### src/rtl/hourly_chime_pkg.sv
// Shared types and BCD constants for the hourly chime: FSM encoding and the trigger times.
package hourly_chime_pkg;

  typedef enum logic [1:0] {
    IDLE    = 2'd0,
    BEEP_LO = 2'd1,
    BEEP_HI = 2'd2
  } chime_state_t;

  localparam logic [6:0] MIN_59 = 7'h59;
  localparam logic [6:0] MIN_00 = 7'h00;
  localparam logic [6:0] SEC_00 = 7'h00;

  localparam int N_LO_SECS = 4;
  localparam logic [N_LO_SECS-1:0][6:0] CHIME_LO_SECS = {7'h57, 7'h55, 7'h53, 7'h51};

  // Which beep a given accepted mm:ss asks for; IDLE means none (including non-BCD codes).
  function automatic chime_state_t chime_trigger(input logic [6:0] mm, input logic [6:0] ss);
    chime_state_t t;
    t = IDLE;
    if (mm == MIN_59) begin
      for (int i = 0; i < N_LO_SECS; i++) begin
        if (ss == CHIME_LO_SECS[i]) t = BEEP_LO;
      end
    end else if ((mm == MIN_00) && (ss == SEC_00)) begin
      t = BEEP_HI;
    end
    return t;
  endfunction

endpackage

### src/rtl/hourly_chime_bcd_sync_stable.sv
// Two-flop synchroniser plus an equal-twice filter for a multi-bit asynchronous value.
// Emits the accepted value and a one-clock pulse when its low CW bits change (never for the first one).
module hourly_chime_bcd_sync_stable #(
  parameter int W  = 14,
  parameter int CW = W
) (
  input  logic         clk,
  input  logic         rst_n,
  input  logic [W-1:0] din_i,
  output logic [W-1:0] value_o,
  output logic         change_o
);

  logic [W-1:0] meta_q;
  logic [W-1:0] sync_q;
  logic [W-1:0] prev_q;
  logic [W-1:0] acc_q;
  logic [2:0]   vld_q;
  logic         first_seen_q;
  logic         change_q;
  logic         stable;

  // vld_q keeps the reset-cleared pipeline zeros from passing as a real, stable sample.
  assign stable = vld_q[2] && (sync_q == prev_q);

  always_ff @(posedge clk or negedge rst_n) begin
    if (!rst_n) begin
      meta_q       <= '0;
      sync_q       <= '0;
      prev_q       <= '0;
      acc_q        <= '0;
      vld_q        <= '0;
      first_seen_q <= 1'b0;
      change_q     <= 1'b0;
    end else begin
      meta_q   <= din_i;
      sync_q   <= meta_q;
      prev_q   <= sync_q;
      vld_q    <= {vld_q[1:0], 1'b1};
      change_q <= stable && first_seen_q && (sync_q[CW-1:0] != acc_q[CW-1:0]);
      if (stable) begin
        acc_q        <= sync_q;
        first_seen_q <= 1'b1;
      end
    end
  end

  assign value_o  = acc_q;
  assign change_o = change_q;

endmodule

### src/rtl/hourly_chime.sv
// Hourly chime: four low beeps at xx:59:51/53/55/57 and one high beep at xx:00:00 on the speaker.
// Time and control inputs are asynchronous and are synchronised here before the beep FSM sees them.
module hourly_chime
  import hourly_chime_pkg::*;
#(
  parameter int BEEP_CYCLES = 512,
  parameter int LO_HALF     = 4,
  parameter int HI_HALF     = 2
) (
  input  logic       clk,
  input  logic       rst_n,
  input  logic [6:0] minute,
  input  logic [6:0] second,
  input  logic       chime_en,
  input  logic       adj_active,
  output logic       speaker,
  output logic       busy
);

  localparam int            DW       = (BEEP_CYCLES > 1) ? $clog2(BEEP_CYCLES) : 1;
  localparam logic [DW-1:0] DUR_LAST = DW'(BEEP_CYCLES - 1);
  localparam logic [2:0]    LO_LAST  = 3'(LO_HALF - 1);
  localparam logic [2:0]    HI_LAST  = 3'(HI_HALF - 1);

  logic [1:0]    en_sync_q;
  logic [1:0]    adj_sync_q;
  logic          allow;
  logic [13:0]   time_acc;
  logic          time_evt;
  chime_state_t  trig;
  logic          trig_vld;
  chime_state_t  state_q, state_d;
  logic [DW-1:0] dur_q, dur_d;
  logic [2:0]    tone_q, tone_d;
  logic [2:0]    tone_last;
  logic          spk_q, spk_d;
  logic          busy_q;

  always_ff @(posedge clk or negedge rst_n) begin
    if (!rst_n) begin
      en_sync_q  <= '0;
      adj_sync_q <= '0;
    end else begin
      en_sync_q  <= {en_sync_q[0], chime_en};
      adj_sync_q <= {adj_sync_q[0], adj_active};
    end
  end

  assign allow = en_sync_q[1] && !adj_sync_q[1];

  // Only the seconds field raises the change pulse; minute is sampled alongside it.
  hourly_chime_bcd_sync_stable #(
    .W  (14),
    .CW (7)
  ) u_time_sync (
    .clk      (clk),
    .rst_n    (rst_n),
    .din_i    ({minute, second}),
    .value_o  (time_acc),
    .change_o (time_evt)
  );

  assign trig     = chime_trigger(time_acc[13:7], time_acc[6:0]);
  assign trig_vld = time_evt && allow && (trig != IDLE);

  always_comb begin
    state_d   = state_q;
    dur_d     = dur_q;
    tone_d    = tone_q;
    spk_d     = spk_q;
    tone_last = (state_q == BEEP_HI) ? HI_LAST : LO_LAST;
    case (state_q)
      IDLE: begin
        spk_d = 1'b0;
        if (trig_vld) begin
          state_d = trig;
          dur_d   = '0;
          tone_d  = '0;
        end
      end
      BEEP_LO, BEEP_HI: begin
        // Disable beats a fresh trigger, which beats the natural end of the beep.
        if (!allow) begin
          state_d = IDLE;
          spk_d   = 1'b0;
        end else if (trig_vld) begin
          state_d = trig;
          dur_d   = '0;
          tone_d  = '0;
          spk_d   = 1'b0;
        end else if (dur_q == DUR_LAST) begin
          state_d = IDLE;
          spk_d   = 1'b0;
        end else begin
          dur_d = dur_q + 1'b1;
          if (tone_q == tone_last) begin
            tone_d = '0;
            spk_d  = !spk_q;
          end else begin
            tone_d = tone_q + 3'd1;
          end
        end
      end
      default: begin
        state_d = IDLE;
        spk_d   = 1'b0;
      end
    endcase
  end

  always_ff @(posedge clk or negedge rst_n) begin
    if (!rst_n) begin
      state_q <= IDLE;
      dur_q   <= '0;
      tone_q  <= '0;
      spk_q   <= 1'b0;
      busy_q  <= 1'b0;
    end else begin
      state_q <= state_d;
      dur_q   <= dur_d;
      tone_q  <= tone_d;
      spk_q   <= spk_d;
      busy_q  <= (state_d != IDLE);
    end
  end

  assign speaker = spk_q;
  assign busy    = busy_q;

endmodule

### config.mk
export PLATFORM = sky130hd
export DESIGN_NAME = hourly_chime
export DESIGN_NICKNAME = d
export VERILOG_FILES = /design/src/rtl/hourly_chime_pkg.sv /design/src/rtl/hourly_chime_bcd_sync_stable.sv /design/src/rtl/hourly_chime.sv
export SDC_FILE = /design/constraint.sdc
export NUM_CORES = 1
export LEC_CHECK = 0
export ABC_AREA = 1
export CORE_MARGIN = 5
export CORE_UTILIZATION = 50
export DETAILED_ROUTE_END_ITERATION = 16
export PLACE_DENSITY = 0.7
export SLEW_MARGIN = 20
export SYNTH_ARGS = -nofsm -noshare
export SYNTH_HDL_FRONTEND = slang
export SYNTH_SLANG_ARGS = --single-unit
### constraint.sdc
create_clock -name clk -period 1.8 [get_ports clk]
set_clock_uncertainty 0.2 [all_clocks]
set_input_delay 0.27 -clock clk [delete_from_list [all_inputs] [get_ports clk]]
set_output_delay 0.27 -clock clk [all_outputs]
set_load 0.02 [all_outputs]
==> reports/results.ini, run 1 <==
[critical_path]
worst-r2r-cell-count=11
critPathMaxFanout=6
critical_path_class=reg2reg
r2r_start=dur_q[1]
worst_reg_to_reg_setup_slack_ps=-120
critPathCaptureType=flop
worst_ep_arrival_time_ps=1980
kind_of_start_point_of_the_critical_path=flop
critPathRequiredTime_ps=1860
critical_path.reg2reg.endpoint=dur_q[6]

[layout]
area_delta_synth_final_pct=29.6
layout.nets=490
nFillCells=521
layout.cells.non_filler=567
share_of_post_route_cells_with_drive_strength_above_1=0.257
antenna_cells_inserted=0

[clock_network]
cts_sinks=81
cts.htree.levels=3
clockRootBuffer=clkbuf_8
cts_tree=yes
cts_inserted_buffers=9
cts.clk_slew.worst_paths_ps=90
insertion_delay_ps=360
max-clock-path-buffers=2

[placed_design]
placedCellCount=530
pre_cts_ws_ps=-117
port-buffer-count=19
place_congestion=0.799
place.detailed.hpwl_um=4550

[routing]
detail_route.wl_per_cell_um=12.9
drt_wl_total_um=7330
route.antenna.remaining_nets=0
dr_total_vias=2755
vias_per_inst=4.86
remaining_drc_errors=0
initialDrtViolationCount=170
drtPass1Iterations=4

[global_routing]
grt_pass1_wl_um=11800
grt_max_degree=41
gr-total-overflow=0
number_of_global_route_vias_before_repair=2607
grt_usage=0.171
initial_antenna_violation_count=0

[yosys]
syn_area_per_cell_um2=8.87
synthesis.instances=401
post-synth-top-area-fraction=0.570
mappedNetlistNets=425
synthesis.area_mm2=0.00356
ys_ff_latch=81
synthDominantAreaCellType=dfrtp_1
ys.warnings.count=0
yosysSeqAreaShare=0.570
post_synth_num_cell_types=30
yosys-top-cells-area=dfrtp_1, nand2_1, nor2_1

[floorplan]
starting_utilization_of_the_core_area=0.518
rows=30
die_w_um=94.3
die_height_um=94.3
die_area_mm2=0.00890
core_area_mm2=0.00687
ioPinCount=20

[power_and_ir_drop]
power.static_leakage_nw=2.25
overall_power_after_layout_mw=3.43
power-per-cell-area_mw_per_mm2=744
vdd_ir_drop_max_mv=0.523

[sta]
achievable-frequency_mhz=521
finalCriticalPeriod_ps=1920
final_report_setup_violation_count=16
timing_max_transition_violations_final=0
fin_ws_ps=-121
grt_setup_unrepaired=true
finalHoldViolCount=0
min_period_over_period=1.07

[min_path]
min_to=u_time_sync.meta_q[12]
min_path_type=in2reg
timing.hold.worst.start=minute[5]
timing.hold.worst_path_depth=1

[run]
drv_cap=0

[outcome]
failed_checks=negative setup slack
status=finished with violations

## timing repair
action	in CTS	in global routing
endpoints found under the setup margin	13	31
pin swaps	1	24
hold endpoints to repair	81	0
hold buffers	1	0
gates resized for setup	8	59
gates cloned	1	2
setup buffers	6	11
## final cells by class
class	instances	area, um2	area share
sequential	81	2030	0.441
timing repair buffer	61	571	0.124
multi-input combinational	260	1490	0.324
inverter	53	199	0.0432
tap	96	120	0.0261
clock buffer	10	138	0.0299
clock inverter	6	56.3	0.0122
## cell families after synthesis
| logic type | after synthesis | synth area share |
|---|---|---|
| and+or+nand+nor | 229 | 0.285 |
| AOI/OAI and AO/OA | 8 | 0.0120 |
| adders and majority gates | 6 | 0.0211 |
| xor gates and xnor gates | 14 | 0.0345 |
| other | 1 | 0.00105 |
| DFF | 81 | 0.570 |
| buffers and inverters | 62 | 0.0767 |
## power by group
group	internal, mW	leakage, nW	switching (mW)
registers	1.88	1.01	0.0425
clock network	0.569	0.0973	0.718
logic	0.100	1.13	0.120
total	2.55	2.25	0.881
## critical path, stage by stage, from the launching register on
cell and delay (ps):
dfrtp_1 400, ha_4 160, nand2_2 60, nor2_2 120
nand4_1 100, nor2_1 140, ha_2 240, nand2_2 90
nand2_4 90, nand2_4 100, nand3_2 80, nand2_1 50
## worst max-delay path by stage
stage                   from        end
floorplan           dur_q[0]   dur_q[5]
global placement    dur_q[0]  tone_q[2]
detailed placement  dur_q[1]   dur_q[6]
CTS                 dur_q[1]   dur_q[6]
global route        dur_q[1]   dur_q[6]
finish              dur_q[1]   dur_q[6]
## sequential cells by signal, indices dropped and copies added (netlist names)
register and count:
adj_sync_q 2, busy 1, dur_q 9, en_sync_q 2, speaker 1, state_q 2, tone_q 3, u_time_sync.change_o 1
u_time_sync.first_seen_q 1, u_time_sync.meta_q 14, u_time_sync.prev_q 14, u_time_sync.sync_q 14, u_time_sync.value_o 14, u_time_sync.vld_q 3
## cell usage after synthesis
| master | instances |
|---|---|
| a21oi_1 | 1 |
| buf_2 | 1 |
| buf_4 | 2 |
| buf_6 | 4 |
| clkbuf_1 | 1 |
| clkbuf_2 | 1 |
| conb_1 | 1 |
| dfrtp_1 | 81 |
| ha_1 | 6 |
| inv_1 | 52 |
| inv_2 | 1 |
| nand2_1 | 112 |
| nand2_2 | 3 |
| nand3_1 | 23 |
| nand3_2 | 2 |
| nand3_4 | 1 |
| nand3b_1 | 1 |
| nand4_1 | 19 |
| nor2_1 | 54 |
| nor2_2 | 1 |
| nor2_4 | 1 |
| nor3_1 | 8 |
| nor3_2 | 1 |
| nor3b_2 | 1 |
| o211ai_1 | 1 |
| o21ai_0 | 6 |
| or2_1 | 1 |
| or2_2 | 1 |
| xnor2_1 | 12 |
| xor2_1 | 2 |
## metrics by stage
stage	setup TNS [ps]	area [um2]	hold WS, ps	util
finish	-1500	4610	134	0.671
global route	-4490	4610	115	0.671
CTS	-902	4270	125	0.622
detailed placement	-1250	3990	-7.01	0.580
global placement	-571	3990	-5.85	0.580
floorplan	-692	3570	-226	-
## cells in the final DEF, fill, tap and decap left out, drive strengths merged, types with 2 or more instances in the layout
master,Yosys,layout
inv,53,57
nand2,115,116
xnor2,12,12
nor3,9,9
ha,6,6
clkdlybuf4s50,0,16
nor2,56,56
buf,7,41
nand4,19,19
xor2,2,2
o21ai,6,6
nand3,26,27
clkbuf,2,11
dfrtp,81,81
or2,2,2
## routing by layer
metal	global-route usage	share of wire	vias to the layer above
li1	-	-	1380
met1	0.227	0.46	1316
met2	0.272	0.47	50
met3	0.0430	0.047	9
met4	0.0638	0.015	0
met5	0	0	-
No activity file was read; power rests on OpenSTA's default activity.
==> run 2, diff against run 1 <==
--- a/constraint.sdc
+++ b/constraint.sdc
@@ -4,2 +4,2 @@
 set_output_delay 0.27 -clock clk [all_outputs]
-set_load 0.02 [all_outputs]
+set_load 0.05 [all_outputs]
==> run 2 against run 1 <==
  * The flow still finishes with violations (negative setup slack)
  * Maximum frequency down 1.8%
  * Critical endpoint is now dur_q[8]
  * Clock-buffer cell count down 1
  * Largest power group unchanged
  * Critical path depth down 1
  * Combinational power down 5%
  * Sequential share of layout area up 0.95 points
  * Critical path type unchanged
  * Clock power up 7%
==> reports/results.ini, run 2 (synthesis results as in run 1) <==
[outcome]
failed_checks=negative setup slack  ; unchanged
status=finished with violations  ; unchanged

[sta]
min_period_over_period=1.09  ; was 1.07
fin_ws_ps=-157  ; was -121 ps
final_report_setup_violation_count=15  ; was 16
timing_max_transition_violations_final=0  ; unchanged
finalCriticalPeriod_ps=1960  ; was 1920 ps
setup-tns-final_ps=-1800  ; was -1500 ps
achievable-frequency_mhz=511  ; was 521 MHz
grt_setup_unrepaired=true  ; unchanged
finalHoldViolCount=0  ; unchanged

[clock_network]
cts_sinks=81  ; unchanged
max-clock-path-buffers=2  ; unchanged
clockRootBuffer=clkbuf_8  ; unchanged
cts_tree=yes  ; unchanged
insertion_delay_ps=350  ; was 360 ps
cts.clk_slew.worst_paths_ps=90  ; about the same
cts.htree.levels=3  ; unchanged
cts_inserted_buffers=9  ; unchanged

[critical_path]
kind_of_start_point_of_the_critical_path=flop  ; unchanged
timing.critical_path.max_delay_family=simple AND/OR/NAND/NOR gates  ; unchanged
critPathRequiredTime_ps=1890  ; was 1860 ps
crit_path_top_delay_cell=dfrtp_1  ; unchanged
cp_max_stage_delay_ps=360  ; was 400 ps
timing.critical_path.buf_inv=0  ; unchanged
timing.critical_path.cells=ha_2 -> nand2_2 -> nor2_4 -> nand4_1 -> nor2_1 -> ha_2 -> nand3_2 -> nand3_4 -> nand2_1 -> nand2_1  ; was ha_4 -> nand2_2 -> nor2_2 -> nand4_1 -> nor2_1 -> ha_2 -> nand2_2 -> nand2_4 -> nand2_4 -> nand3_2 -> nand2_1
critPathMaxFanout=6  ; unchanged
critPathCaptureType=flop  ; unchanged
critical_path_class=reg2reg  ; unchanged
worst_ep_arrival_time_ps=2040  ; was 1980 ps

[global_routing]
initial_antenna_violation_count=0  ; unchanged
number_of_global_route_vias_before_repair=2539  ; was 2607
grt_max_degree=38  ; was 41
grt_pass1_wl_um=11700  ; was 11800 um
gr-total-overflow=0  ; unchanged
grt_usage=0.170  ; was 0.171

[placed_design]
pre_cts_ws_ps=-126  ; was -117 ps
place.detailed.hpwl_um=4720  ; was 4550 um
placement.cell_area_mm2=0.00399  ; about the same
place_congestion=0.797  ; was 0.799
port-buffer-count=19  ; unchanged

[floorplan]
die_area_mm2=0.00890  ; unchanged
die_w_um=94.3  ; unchanged
ioPinCount=20  ; unchanged
core_area_mm2=0.00687  ; unchanged
rows=30  ; unchanged
die_height_um=94.3  ; unchanged
starting_utilization_of_the_core_area=0.518  ; unchanged

[routing]
drtPass1Iterations=4  ; unchanged
route.antenna.remaining_nets=0  ; unchanged
remaining_drc_errors=0  ; unchanged
dr_total_vias=2752  ; was 2755
initialDrtViolationCount=168  ; was 170
vias_per_inst=4.92  ; was 4.86
detail_route.wl_per_cell_um=12.9  ; about the same
drt_wl_total_um=7210  ; was 7330 um

[layout]
share_of_post_route_cells_with_drive_strength_above_1=0.231  ; was 0.257
final_cell_mix=nand2_1, dfrtp_1, inv_1  ; unchanged
design_area_mm2=0.00451  ; was 0.00461 mm2
nFillCells=535  ; was 521
most_common_cell_after_layout_fill_and_taps_aside=nand2_1  ; unchanged
antenna_cells_inserted=0  ; unchanged
layout.nets=482  ; was 490
area_delta_synth_final_pct=26.7  ; was 29.6%

[power_and_ir_drop]
vdd_ir_drop_max_mv=0.575  ; was 0.523 mV
power.static_leakage_nw=2.17  ; was 2.25 nW
power-per-cell-area_mw_per_mm2=779  ; was 744 mW/mm2

[run]
drv_cap=0  ; unchanged

[min_path]
min_path_type=in2reg  ; unchanged

run 2: repair_timing:
action                                 4_1_cts  5_1_grt
endpoints found under the hold margin       33        0
setup endpoints to repair                   14       30
resized for setup                            4       49
hold buffers                                 1        0
buffers inserted                             1        7
pin swaps                                    0       13
gates cloned                                 0        3
run 2: stage by stage:
step | hold slack (ps) | power [mW] | instances | util
floorplan | -226 | 2.03 | 401 | -
detailed placement | 30.1 | 2.14 | 531 | 0.581
global route | 119 | 3.66 | 559 | 0.656
finish | 146 | 3.51 | 559 | 0.656
global placement | 30.2 | 2.13 | 531 | 0.581
CTS | 130 | 3.52 | 549 | 0.616
run 2: path summary, 6_finish.rpt:
kind	from	to	slack, ps	depth (start not counted)
worst max-delay path	dur_q[1]	dur_q[8]	-160	10
worst min-delay path	minute[1]	u_time_sync.meta_q[8]	150	1
worst max register to register	dur_q[1]	dur_q[8]	-160	10
worst min register to register	u_time_sync.meta_q[13]	u_time_sync.sync_q[13]	150	0
max in group asynchronous	rst_n	u_time_sync.value_o[3]	670	3
min in group asynchronous	rst_n	u_time_sync.sync_q[11]	180	2
run 2: layout make-up:
| type | instances | area, um2 | area share |
|---|---|---|---|
| flip-flops and latches | 81 | 2030 | 0.450 |
| clock inverters | 7 | 82.6 | 0.0183 |
| repair buffers | 52 | 464 | 0.103 |
| clock buffers | 9 | 124 | 0.0275 |
| inverters | 53 | 199 | 0.0441 |
| well taps | 96 | 120 | 0.0267 |
| multi-input cells | 261 | 1490 | 0.330 |
run 2: worst register-to-register path, cell delays in order, from the launching register on:
cell	delay [ps]
dfrtp_1	360
ha_2	200
nand2_2	60
nor2_4	110
nand4_1	110
nor2_1	140
ha_2	230
nand3_2	170
nand3_4	160
nand2_1	80
nand2_1	70
run 2: routing by layer:
metal | vias up | track usage | part of all wire
met5 | - | 0 | 0
met4 | 0 | 0.0566 | 0.018
met3 | 13 | 0.0486 | 0.057
met2 | 64 | 0.261 | 0.49
met1 | 1311 | 0.233 | 0.44
li1 | 1364 | - | -
run 2: power by group:
part	internal (mW)	total (mW)	switching, mW
Combinational	0.0952	0.210	0.115
Clock	0.668	1.38	0.716
Sequential	1.88	1.92	0.0392
==> run 3, diff against run 2 <==
Settings changed: CORE_UTILIZATION 50 to 53, PLACE_DENSITY 0.7 to 0.74.
==> run 3 against run 2 <==
  * The run still ends with negative setup slack left
  * Flip-flop and latch count is the same
  * Design area decreased by 0.67%
  * Die area down 5.1%
  * Worst setup slack gained 23 ps
  * Non-clock buffer count is 1 higher
  * Global-route usage rose by 0.42 points
  * Routed wire length fell by 2.7%
  * Maximum frequency is 1.2% higher
  * Critical path depth rose by 1
  * Critical path type unchanged
  * Critical endpoint is now tone_q[0]
  * Largest cell class unchanged
==> reports/results.ini, run 3 (synthesis results as in run 1) <==
[outcome]
failed_checks=negative setup slack  ; unchanged
status=finished with violations  ; unchanged

[layout]
final_cell_mix=nand2_1, dfrtp_1, inv_1  ; unchanged
area_delta_synth_final_pct=25.9  ; was 26.7%
most_common_cell_after_layout_fill_and_taps_aside=nand2_1  ; unchanged
antenna_cells_inserted=0  ; unchanged
layout.nets=483  ; was 482
share_of_post_route_cells_with_drive_strength_above_1=0.218  ; was 0.231
design_area_mm2=0.00448  ; was 0.00451 mm2
finalCoreUtilization=0.697  ; was 0.656

[power_and_ir_drop]
switching_share=0.252  ; was 0.248
power.static_leakage_nw=2.19  ; was 2.17 nW
seq_power_share=0.540  ; was 0.546
cellInternalPower_mw=2.66  ; was 2.64 mW
power-per-cell-area_mw_per_mm2=793  ; was 779 mW/mm2
logic_gate_share_of_total_power=0.060  ; about the same
vdd_ir_drop_max_mv=0.529  ; was 0.575 mV
net-switching-power_mw=0.893  ; was 0.870 mW
part_of_the_total_power_dissipated_in_the_clock_network=0.401  ; was 0.394

[critical_path]
critPathMaxFanout=6  ; unchanged
timing.critical_path.cells=ha_2 -> nand2_2 -> nor2_4 -> nand4_1 -> nor2_2 -> ha_4 -> nand2_4 -> nand2_4 -> nand2_4 -> nand3_1 -> nand2_1  ; was ha_2 -> nand2_2 -> nor2_4 -> nand4_1 -> nor2_1 -> ha_2 -> nand3_2 -> nand3_4 -> nand2_1 -> nand2_1
critPathRequiredTime_ps=1850  ; was 1890 ps
crit_path_frequent_cell=nand2_4
kind_of_start_point_of_the_critical_path=flop  ; unchanged
r2r_start=dur_q[0]  ; was dur_q[1]
critPathCaptureType=flop  ; unchanged
worst_ep_arrival_time_ps=1990  ; was 2040 ps
crit_path_top_delay_cell=dfrtp_1  ; unchanged
worst-r2r-cell-count=11  ; was 10
setup.worst_path.start=dur_q[0]  ; was dur_q[1]
critical_path_class=reg2reg  ; unchanged
cp_max_stage_delay_ps=370  ; was 360 ps

[floorplan]
rows=29  ; was 30
ioPinCount=20  ; unchanged
die_height_um=91.9  ; was 94.3 um
die_w_um=91.9  ; was 94.3 um
starting_utilization_of_the_core_area=0.554  ; was 0.518
core_area_mm2=0.00642  ; was 0.00687 mm2
die_area_mm2=0.00845  ; was 0.00890 mm2

[global_routing]
number_of_global_route_vias_before_repair=2714  ; was 2539
initial_antenna_violation_count=0  ; unchanged
grt_max_degree=37  ; was 38
gr-total-overflow=0  ; unchanged
grt_pass1_wl_um=11800  ; was 11700 um
grt_usage=0.174  ; was 0.170

[routing]
initialDrtViolationCount=282  ; was 168
remaining_drc_errors=0  ; unchanged
vias_per_inst=5.19  ; was 4.92
route.antenna.remaining_nets=0  ; unchanged
detail_route.wl_per_cell_um=13.0  ; was 12.9 um
dr_total_vias=2807  ; was 2752
drtPass1Iterations=5  ; was 4
drt_wl_total_um=7020  ; was 7210 um

[min_path]
timing.hold.worst_path_depth=1  ; unchanged
min_path_type=in2reg  ; unchanged
timing.hold.worst.start=minute[0]  ; was minute[1]

[run]
drv_cap=0  ; unchanged

[sta]
timing_max_transition_violations_final=0  ; unchanged
grt_setup_unrepaired=true  ; unchanged
final_report_setup_violation_count=18  ; was 15
finalHoldViolCount=0  ; unchanged
fin_ws_ps=-134  ; was -157 ps
setup-tns-final_ps=-1760  ; was -1800 ps
finalCriticalPeriod_ps=1930  ; was 1960 ps
min_period_over_period=1.07  ; was 1.09
achievable-frequency_mhz=517  ; was 511 MHz

[clock_network]
cts_sinks=81  ; unchanged
cts.htree.levels=3  ; unchanged
cts.clk_slew.worst_paths_ps=90  ; about the same
insertion_delay_ps=360  ; was 350 ps
max-clock-path-buffers=2  ; unchanged
cts_tree=yes  ; unchanged
clockRootBuffer=clkbuf_8  ; unchanged
cts_inserted_buffers=9  ; unchanged

[placed_design]
port-buffer-count=19  ; unchanged
place_congestion=0.804  ; was 0.797
placement.cell_area_mm2=0.00397  ; was 0.00399 mm2
place.detailed.hpwl_um=4450  ; was 4720 um

-- run 3: changes by cell type in the layout (fill, tap and decap cells not counted), sizes merged --
cell	change
inv	+2
buf	+1
clkinv	-1
clkinvlp	-1
-- run 3: final timing paths --
path	endpoint	slack, ps
setup / recovery	tone_q[0]	-130
min in group asynchronous	u_time_sync.sync_q[7]	190
max in group asynchronous	u_time_sync.value_o[7]	670
hold reg to reg	u_time_sync.sync_q[5]	160
hold / removal	u_time_sync.meta_q[7]	140
setup reg to reg	tone_q[0]	-130
-- run 3: routing by layer --
metal  vias up  global-route usage  part of all wire
met5         -                   0                 0
met4         0              0.0644             0.011
met3         8              0.0458             0.054
met2        75               0.277              0.50
met1      1358               0.231              0.44
li1       1366                   -                 -
-- run 3: area by class of cell --
type	count	area, um2
Sequential cell	81	2030
Timing Repair Buffer	53	472
Fill cell	453	1950
Inverter	53	199
Tap cell	77	96.3
Clock inverter	7	90.1
Multi-Input combinational cell	261	1470
Clock buffer	9	124
-- run 3: critical path: cells and delay by family, from the launching register on --
family                   cells  cell delay (ps)
flip-flops                   1              370
AND/OR/NAND/NOR              9              870
adder cells (fa/ha/maj)      2              390
-- run 3: per-stage QoR --
stage | power, mW | worst slack, ps | hold WS (ps) | cells
after floorplan | 2.03 | -69.2 | -226 | 401
after global placement | 2.14 | -49.7 | 41.3 | 513
after detailed placement | 2.14 | -115 | 47.8 | 513
after CTS | 3.56 | -54.9 | 123 | 533
after global routing | 3.70 | -254 | 119 | 541
final | 3.55 | -134 | 136 | 541
-- run 3: what timing repair did --
item | in CTS | in global routing
hold buffers | 1 | 0
gates cloned | 1 | 2
resized for setup | 11 | 37
setup buffers | 2 | 6
endpoints found under the hold margin | 33 | 0
pin swaps | 1 | 11
setup endpoints to repair | 13 | 31
-- run 3: power by group through the flow --
| stage | registers (mW) | clock network (mW) | logic [mW] |
|---|---|---|---|
| 2_1_floorplan | 1.94 | 0 | 0.0886 |
| 3_3_place_gp | 1.95 | 0 | 0.188 |
| 3_5_place_dp | 1.95 | 0 | 0.193 |
| 4_1_cts | 1.92 | 1.45 | 0.199 |
| 5_1_grt | 1.92 | 1.53 | 0.238 |
| 6_report | 1.92 | 1.42 | 0.211 |
